<file path="config.mk">
export PLATFORM = sky130hd
export DESIGN_NAME = alu_exec_unit
export DESIGN_NICKNAME = d
export VERILOG_FILES = /design/src/rtl/alu_pkg.sv /design/src/rtl/alu_mul_seq.sv /design/src/rtl/alu_exec_unit.sv
export SDC_FILE = /design/constraint.sdc
export NUM_CORES = 1
export LEC_CHECK = 0
export CORE_MARGIN = 10
export CORE_UTILIZATION = 63
export DETAILED_ROUTE_END_ITERATION = 16
export GPL_ROUTABILITY_DRIVEN = 0
export PLACE_DENSITY = 0.94
export RECOVER_POWER = 25
export SLEW_MARGIN = 0
export SYNTH_ARGS = -nofsm -noshare
export SYNTH_HDL_FRONTEND = slang
export SYNTH_SLANG_ARGS = --single-unit
</file>
<file path="constraint.sdc">
create_clock -name CLK -period 7.95 [get_ports CLK]
set_clock_uncertainty 0.05 [all_clocks]
set_input_delay 1.1925 -clock CLK [delete_from_list [all_inputs] [get_ports CLK]]
set_output_delay 1.1925 -clock CLK [all_outputs]
set_load 0.01 [all_outputs]
</file>
<file path="src/rtl/alu_pkg.sv">
// rtl/alu_pkg.sv - shared opcode, operand-select and FSM types for the ALU execution unit
package alu_pkg;

    localparam int ALU_DATA_WIDTH = 8;

    typedef enum logic [3:0] {
        OP_ADD  = 4'h0,
        OP_SUB  = 4'h1,
        OP_MUL  = 4'h2,
        OP_SHL  = 4'h3,
        OP_SHR  = 4'h4,
        OP_ROL  = 4'h5,
        OP_ROR  = 4'h6,
        OP_NOT  = 4'h7,
        OP_AND  = 4'h8,
        OP_OR   = 4'h9,
        OP_XOR  = 4'hA,
        OP_NAND = 4'hB,
        OP_NOR  = 4'hC,
        OP_XNOR = 4'hD,
        OP_INC  = 4'hE,
        OP_DEC  = 4'hF
    } alu_op_t;

    typedef enum logic [1:0] {
        MOVI_REG_B   = 2'b00,
        MOVI_MEM     = 2'b01,
        MOVI_IMM     = 2'b10,
        MOVI_IMM_ALT = 2'b11
    } movi_t;

    typedef enum logic {
        ST_IDLE     = 1'b0,
        ST_MUL_BUSY = 1'b1
    } alu_state_t;

endpackage

</file>
<file path="src/rtl/alu_mul_seq.sv">
// rtl/alu_mul_seq.sv - iterative shift-add unsigned multiplier, one partial product per clock
module alu_mul_seq
    import alu_pkg::*;
#(
    parameter int DATA_WIDTH = ALU_DATA_WIDTH
) (
    input  logic                      clk,
    input  logic                      rst_n,
    input  logic                      start,
    input  logic [DATA_WIDTH-1:0]     multiplicand,
    input  logic [DATA_WIDTH-1:0]     multiplier,
    output logic                      done,
    output logic [2*DATA_WIDTH-1:0]   product
);

    localparam int                CNT_W    = $clog2(DATA_WIDTH + 1);
    localparam logic [CNT_W-1:0]  CNT_LAST = CNT_W'(DATA_WIDTH);

    logic [2*DATA_WIDTH-1:0] mcand_q, mcand_d;
    logic [2*DATA_WIDTH-1:0] prod_q, prod_d;
    logic [DATA_WIDTH-1:0]   mplr_q, mplr_d;
    logic [CNT_W-1:0]        cnt_q, cnt_d;
    logic                    busy_q, busy_d;

    // Counter parks at CNT_LAST; done stays up until the cycle it is consumed.
    assign done    = busy_q && (cnt_q == CNT_LAST);
    assign product = prod_q;

    always_comb begin
        mcand_d = mcand_q;
        prod_d  = prod_q;
        mplr_d  = mplr_q;
        cnt_d   = cnt_q;
        busy_d  = busy_q;
        if (start) begin
            mcand_d = {{DATA_WIDTH{1'b0}}, multiplicand};
            mplr_d  = multiplier;
            prod_d  = '0;
            cnt_d   = '0;
            busy_d  = 1'b1;
        end else if (done) begin
            busy_d = 1'b0;
        end else if (busy_q) begin
            if (mplr_q[0]) begin
                prod_d = prod_q + mcand_q;
            end
            mcand_d = mcand_q << 1;
            mplr_d  = mplr_q >> 1;
            cnt_d   = cnt_q + 1'b1;
        end
    end

    always_ff @(posedge clk or negedge rst_n) begin
        if (!rst_n) begin
            mcand_q <= '0;
            prod_q  <= '0;
            mplr_q  <= '0;
            cnt_q   <= '0;
            busy_q  <= 1'b0;
        end else begin
            mcand_q <= mcand_d;
            prod_q  <= prod_d;
            mplr_q  <= mplr_d;
            cnt_q   <= cnt_d;
            busy_q  <= busy_d;
        end
    end

endmodule

</file>
<file path="src/rtl/alu_exec_unit.sv">
// rtl/alu_exec_unit.sv - ALU execution core: operand select, single-cycle datapath, MUL sequencing FSM
module alu_exec_unit
    import alu_pkg::*;
#(
    parameter int DATA_WIDTH = ALU_DATA_WIDTH
) (
    input  logic                      CLK,
    input  logic                      RST,
    input  logic                      ACT,
    input  logic [3:0]                OP,
    input  logic [1:0]                MOVI,
    input  logic [DATA_WIDTH-1:0]     REG_A,
    input  logic [DATA_WIDTH-1:0]     REG_B,
    input  logic [DATA_WIDTH-1:0]     MEM,
    input  logic [DATA_WIDTH-1:0]     IMM,
    output logic                      ALU_RDY,
    output logic [2*DATA_WIDTH-1:0]   EX_ALU,
    output logic                      EX_ALU_VLD
);

    localparam int          N       = DATA_WIDTH;
    localparam int          W2      = 2 * DATA_WIDTH;
    localparam logic [N:0]  ONE_EXT = {{N{1'b0}}, 1'b1};

    alu_op_t    op_in;
    alu_op_t    op_q, op_d;
    alu_state_t state_q, state_d;
    logic [N-1:0]  b_sel;
    logic [N-1:0]  a_q, a_d, b_q, b_d;
    logic          issue_q, issue_d;
    logic          rdy_q, rdy_d;
    logic          vld_q, vld_d;
    logic [W2-1:0] ex_alu_q, ex_alu_d;
    logic [W2-1:0] alu_res;
    logic [W2-1:0] mul_product;
    logic          accept, mul_start, mul_done;
    logic [N:0]    a_ext, b_ext;

    assign op_in     = alu_op_t'(OP);
    assign accept    = ACT && rdy_q;
    assign mul_start = accept && (op_in == OP_MUL);

    always_comb begin
        b_sel = IMM;
        case (movi_t'(MOVI))
            MOVI_REG_B: b_sel = REG_B;
            MOVI_MEM:   b_sel = MEM;
            default:    b_sel = IMM;
        endcase
    end

    assign a_ext = {1'b0, a_q};
    assign b_ext = {1'b0, b_q};

    // Operates on operands captured at accept, so inputs may change freely afterwards.
    always_comb begin
        alu_res = '0;
        case (op_q)
            OP_ADD:  alu_res = {{(N-1){1'b0}}, a_ext + b_ext};
            OP_SUB:  alu_res = {{(N-1){1'b0}}, a_ext - b_ext};
            OP_SHL:  alu_res = {{N{1'b0}}, a_q << 1};
            OP_SHR:  alu_res = {{N{1'b0}}, a_q >> 1};
            OP_ROL:  alu_res = {{N{1'b0}}, a_q[N-2:0], a_q[N-1]};
            OP_ROR:  alu_res = {{N{1'b0}}, a_q[0], a_q[N-1:1]};
            OP_NOT:  alu_res = {{N{1'b0}}, ~a_q};
            OP_AND:  alu_res = {{N{1'b0}}, a_q & b_q};
            OP_OR:   alu_res = {{N{1'b0}}, a_q | b_q};
            OP_XOR:  alu_res = {{N{1'b0}}, a_q ^ b_q};
            OP_NAND: alu_res = {{N{1'b0}}, ~(a_q & b_q)};
            OP_NOR:  alu_res = {{N{1'b0}}, ~(a_q | b_q)};
            OP_XNOR: alu_res = {{N{1'b0}}, ~(a_q ^ b_q)};
            OP_INC:  alu_res = {{(N-1){1'b0}}, a_ext + ONE_EXT};
            OP_DEC:  alu_res = {{(N-1){1'b0}}, a_ext - ONE_EXT};
            default: alu_res = '0;
        endcase
    end

    alu_mul_seq #(
        .DATA_WIDTH (DATA_WIDTH)
    ) u_mul (
        .clk          (CLK),
        .rst_n        (RST),
        .start        (mul_start),
        .multiplicand (REG_A),
        .multiplier   (b_sel),
        .done         (mul_done),
        .product      (mul_product)
    );

    always_comb begin
        state_d  = state_q;
        rdy_d    = rdy_q;
        vld_d    = 1'b0;
        ex_alu_d = ex_alu_q;
        op_d     = op_q;
        a_d      = a_q;
        b_d      = b_q;
        issue_d  = accept && (op_in != OP_MUL);
        if (accept) begin
            op_d = op_in;
            a_d  = REG_A;
            b_d  = b_sel;
        end
        case (state_q)
            ST_IDLE: begin
                rdy_d = 1'b1;
                if (issue_q) begin
                    ex_alu_d = alu_res;
                    vld_d    = 1'b1;
                end
                if (mul_start) begin
                    state_d = ST_MUL_BUSY;
                    rdy_d   = 1'b0;
                end
            end
            ST_MUL_BUSY: begin
                rdy_d = 1'b0;
                if (mul_done) begin
                    ex_alu_d = mul_product;
                    vld_d    = 1'b1;
                    rdy_d    = 1'b1;
                    state_d  = ST_IDLE;
                end
            end
            default: begin
                state_d = ST_IDLE;
            end
        endcase
    end

    always_ff @(posedge CLK or negedge RST) begin
        if (!RST) begin
            state_q  <= ST_IDLE;
            rdy_q    <= 1'b0;
            vld_q    <= 1'b0;
            ex_alu_q <= '0;
            op_q     <= OP_ADD;
            a_q      <= '0;
            b_q      <= '0;
            issue_q  <= 1'b0;
        end else begin
            state_q  <= state_d;
            rdy_q    <= rdy_d;
            vld_q    <= vld_d;
            ex_alu_q <= ex_alu_d;
            op_q     <= op_d;
            a_q      <= a_d;
            b_q      <= b_d;
            issue_q  <= issue_d;
        end
    end

    assign ALU_RDY    = rdy_q;
    assign EX_ALU     = ex_alu_q;
    assign EX_ALU_VLD = vld_q;

endmodule

</file>
After elaboration in Yosys (flattened, before gate mapping):

Index checks and enable logic that the tools add are counted.

* register bits: 85
* input bits: 41
* output and inout port bits: 18
* word-level logic and storage cells: 88

* $add $sub $neg: 6
* eq/ne operators: 21
* muxes and demuxes: 28
* bitwise gates (word level): 8
* reductions and logical operators: 12

Operators with widths (count)
* 16-bit 2-to-1 mux: 9
* 9-bit case mux with 15 select lines: 1
* 4-bit equality test, second input constant: 9
* 8-bit NOT: 4
* 16-bit case mux with 2 select lines: 1
* 8-bit 2-to-1 mux: 3
* 16-bit adder: 1
* 4-bit by 3-bit equality test with 1-bit output, second input constant: 4
* 8-bit case mux with 2 select lines: 1
* 4-bit 2-to-1 mux: 3
* 8-bit by 1-bit adder with 9-bit output, second input constant: 1
* 8-bit by 8-bit adder with 9-bit output: 1
* 8-bit by 1-bit subtractor with 9-bit output, second input constant: 1
* 8-bit by 8-bit subtractor with 9-bit output: 1
* 8-bit AND: 1
* 4-bit by 2-bit equality test with 1-bit output, second input constant: 2
* 8-bit bitwise OR: 1
* 8-bit bitwise XOR: 1
* 1-bit 2-to-1 mux: 7
* 1-bit case mux with 2 select lines: 3
* 2-bit nonzero test: 3
* 4-bit by 1-bit adder with 4-bit output, second input constant: 1
* 4-bit by 1-bit equality test with 1-bit output, second input constant: 1
* 1-bit logical AND: 4
* 9 further kinds: 11

Longest topological paths before layout:

* depth in word-level cells: 5
* gate-level depth with buffers: 15
* depth with buffers taken out: 15

Modules after synthesis:

Synthesis repeated with hierarchy kept, for this count alone.

* cells, all modules: 698
* area total of the unflattened synthesis: 6212.2 um^2

Modules (own cells, without submodules)
* alu_exec_unit: times used 1, cells an instance 436, area each 3634.7 um^2, seq. area each 1001.0 um^2
* alu_mul_seq: times used 1, cells an instance 262, area each 2577.5 um^2, seq. area each 1126.1 um^2

Worst setup path before layout:

OpenSTA, ideal clock, no wires.

* path type: register to register
* start: reg op_q[1]
* end: reg ex_alu_q[7] (netlist: EX_ALU[7])
* library setup time: 0.087 ns
* arrival: 2.682 ns
* data required time: 7.813 ns
* path slack: 5.132 ns
* stages on the path, launching flop included: 14
* path buffers: 2
* period minus slack after synthesis: 2.818 ns
* path through: dfrtp_1 > clkbuf_1 > clkbuf_1 > nor3b_1 > a21oi_1 > o22ai_1 > nor2_1 > ha_1 > inv_1 > o21bai_1 > a31o_2 > a31oi_1 > or4b_1 > o211ai_1

* longest elaborated chain between the ends: 4
* elaborated cells between the ends (all ways): 18
* those cells by class: 14 x eq/ne; 3 x mux; 1 x reduce/logical

Ends and longest elaborated chain
* start: declaration: RTL line alu_exec_unit.sv:26 `alu_op_t op_q, op_d;`
* start signal: assignment: RTL line alu_exec_unit.sv:146 `op_q <= op_d;`
* 4-bit equality test (tied with other cells): RTL line alu_exec_unit.sv:58 `case (op_q)`
* 9-bit case mux with 15 select lines (*): RTL line alu_exec_unit.sv:58
* 16-bit 2-to-1 mux (*): RTL line alu_exec_unit.sv:107 `if (issue_q) begin`
* 16-bit case mux with 2 select lines (*): RTL line alu_exec_unit.sv:104 `case (state_q)`
* end signal: assignment: RTL line alu_exec_unit.sv:145 `ex_alu_q <= ex_alu_d;`
* end: declaration: RTL line alu_exec_unit.sv:33 `logic [W2-1:0] ex_alu_q, ex_alu_d;`

Every way passes the cells marked *; elsewhere a longest branch is shown, timed or not. The select of a mux whose other input is x is not followed.
A chain may end at the register's enable or synchronous reset.

==> results.md <==
- IO Port Bufs: slightly below 60
- Synthesized flop and latch total: 85
- Die area: around 0.014 mm2
- # IOs: 59
- Drt first pass iters: 6
- FFs w/ async S/R, synth: 100%
- Final WS setup: just over 3 ns
- Syn Area/Cell: just over 8 um2
- CTS tree: done
- ANT nets after route: 0
- Post-CTS setup buffer count: 0
- Hold_buf cts: 0
- Placement Setup Slack: 4.37 ns
- Final hold viol count: 0
- Worst r2r src: op_q[3]
- Number of filler cells placed in the layout: 650
- Min-Delay Path Class: register to register
- Largest net degree at the start of global routing: between 80 and 90
- Failing checks: max-capacitance violations, max-slew violations
- Resize count post-CTS: 0
- Final setup vio count: 0
- CP arrival: between 4 and 5 ns
- Starting Density: around 66%
- WP buf/inv: 1
- MaxCap Viol Count: 1
- Vias in the first global route: about 5600
- Vias per cell: 6.60
- Initial DRC Count: 770
- Lkg Pwr: between 3 and 4 nW
- HP Start: EX_ALU[14]
- Worst-path clk slew: 0.10 ns
- CTS H-tree lvls: 3
- Pwr per Cell Area: roughly 430 mW/mm2
- Setup_tns: 0 ns
- Post-synth EDFFs: 0
- P&R area growth vs syn: 12.7%
- Row cnt: 35
- Worst Setup End Kind: async pin
- Peak supply drop: around 0.00021 V
- Layout cell share with drive strength beyond 1: under 10%
- Critical path origin: RST
- Post-Syn Instances: about 740
- Required time worst endpoint: 7.36 ns
- Syn. warnings: 0
- Cell Area, Synth: about 0.0061 mm2
- Routed WL: between 15000 and 20000 um
- Status: complete, but fails checks
- Least-Margin Pin Slew: about 4.4 ns
- Initial antenna violation count: 0
- Die width: ~120 um
- Minimum clock period: roughly 4.8 ns
- Area leader, netlist: dfrtp_1
- Nets: around 850
- Sequential element share of the synthesized area: between 30% and 40%
- Die Ht: between 100 and 150 um
- Syn_nets: roughly 820
- Clock sink count: between 80 and 90
- Max_slew headroom: -191%
- Worst Path Class, Setup: primary input to async pin
- CP startpoint kind: primary input
- Synth area leaders: dfrtp_1, ha_1, nand2_1
- CP cell instances: clkbuf_1
- Unrepaired setup endpoints after global routing: false
- CORE AREA: between 0.009 and 0.01 mm2
- Fmax: around 0.21 GHz
- DP HPWL: ~13000 um
- Clock Path Buffers: 2
- CP delay by family, top: buffers and inverters
- Most numerous cell in the Yosys netlist: nand2_1
- # diodes: 0
- Max Slew Vio Count: 86
- Crit share post-route: between 60% and 70%
- Slowest CP cell: clkbuf_1
- First-pass GRT wire length: around 28000 um
- CP peak stage delay: between 3 and 4 ns
- Ys flop type: dfrtp_1
- # DRC: 0
- Synth top area share: about a third
- CTS Root Buffer Type: clkbuf_8
- GRT Total Usage: 23.3%
- Gr ovfl total: 0
- Routed len/inst: around 19 um
- Most frequent cells after synthesis: nand2_1, dfrtp_1, a21oi_1
- Post-synthesis cell type count: 65
- Crit path max fanout: 85
- Power consumption: ~3.0 mW
- Number of CTS-inserted buffers: 9
- Clk_lat worst skew: roughly 0.37 ns
- DR vias: 5942
[cell families (layout without fill, tap and decap cells)]
group / Yosys count / after routing / share of synthesized area, %
AND/OR/NAND/NOR: 258 / 258 / 19.5
AO/OA/AOI/OAI: 219 / 219 / 22.7
flip-flops: 85 / 85 / 34.8
buffers and inverters: 79 / 113 / 5.24
adder cells (fa/ha/maj): 44 / 44 / 9.25
multiplexers: 36 / 36 / 6.28
XOR/XNOR: 16 / 16 / 2.29
[sequential cells by signal, summed over array words and instances, names as in the netlist, 4 cells and up]
signal,count
EX_ALU,16
u_mul.mcand_q,16
u_mul.mplr_q,8
b_q,8
u_mul.product,16
u_mul.cnt_q,4
op_q,4
a_q,8
[cell type report]
| class | instances | area [um2] | area share, % |
|---|---|---|---|
| repair buffers | 62 | 604 | 8.77 |
| multi-input cells | 573 | 3660 | 53.1 |
| clock inverters | 7 | 81.3 | 1.18 |
| inverters | 35 | 131 | 1.91 |
| flip-flops and latches | 85 | 2130 | 30.9 |
| well taps | 129 | 161 | 2.34 |
| clock buffers | 9 | 124 | 1.80 |
[per-layer routing]
layer | part of all wire [%] | GRT usage, %
met1 | 40 | 29.2
met2 | 48 | 38.9
met3 | 8.4 | 4.47
met4 | 3.3 | 8.78
met5 | 0 | 0
[cell usage in the layout (no fill, tap or decap), types with 5 or more instances in the layout]
| cell | instances |
|---|---|
| nor3_1 | 8 |
| o22ai_1 | 8 |
| nor2_1 | 57 |
| xnor2_1 | 9 |
| nor2b_1 | 8 |
| clkdlybuf4s50_1 | 57 |
| a21o_1 | 9 |
| o211ai_1 | 7 |
| ha_1 | 42 |
| clkbuf_8 | 9 |
| dfrtp_1 | 85 |
| and3_1 | 6 |
| nand2_1 | 115 |
| o21bai_1 | 5 |
| mux2_2 | 19 |
| and2_1 | 6 |
| nand2b_1 | 9 |
| a21oi_1 | 61 |
| inv_1 | 35 |
| a221oi_1 | 5 |
| nand3_1 | 23 |
| a31oi_1 | 16 |
| o21a_1 | 8 |
| mux2i_1 | 17 |
| o21ai_0 | 53 |
| a22oi_1 | 5 |
| xor2_1 | 7 |
[worst paths after layout]
kind,to,slack [ns],cells after the start
max in group CLK,EX_ALU[7],4.23,13
max,op_q[1],3.12,1
min reg2reg,EX_ALU[14],0.46,2
min,EX_ALU[14],0.46,2
max reg2reg,EX_ALU[7],4.23,13
min in group asynchronous,u_mul.mplr_q[7],2.32,1
[stage by stage]
step | utilization [%] | std cells | hold WS (ns) | area [um2]
finish | 73.9 | 900 | 0.462 | 6890
detailed placement | 71.8 | 884 | 0.442 | 6700
floorplan | - | 737 | 0.411 | 6110
CTS | 74.0 | 900 | 0.466 | 6900
global route | 73.9 | 900 | 0.482 | 6890
global placement | 71.8 | 884 | 0.430 | 6700
[power by group]
part           switching, mW  total [mW]  internal, mW
Clock                  0.182       0.306         0.125
Combinational           1.01        1.78         0.773
Sequential             0.266       0.872         0.605
Total                   1.46        2.96          1.50
Note: power is estimated with default switching activity, not from simulation.
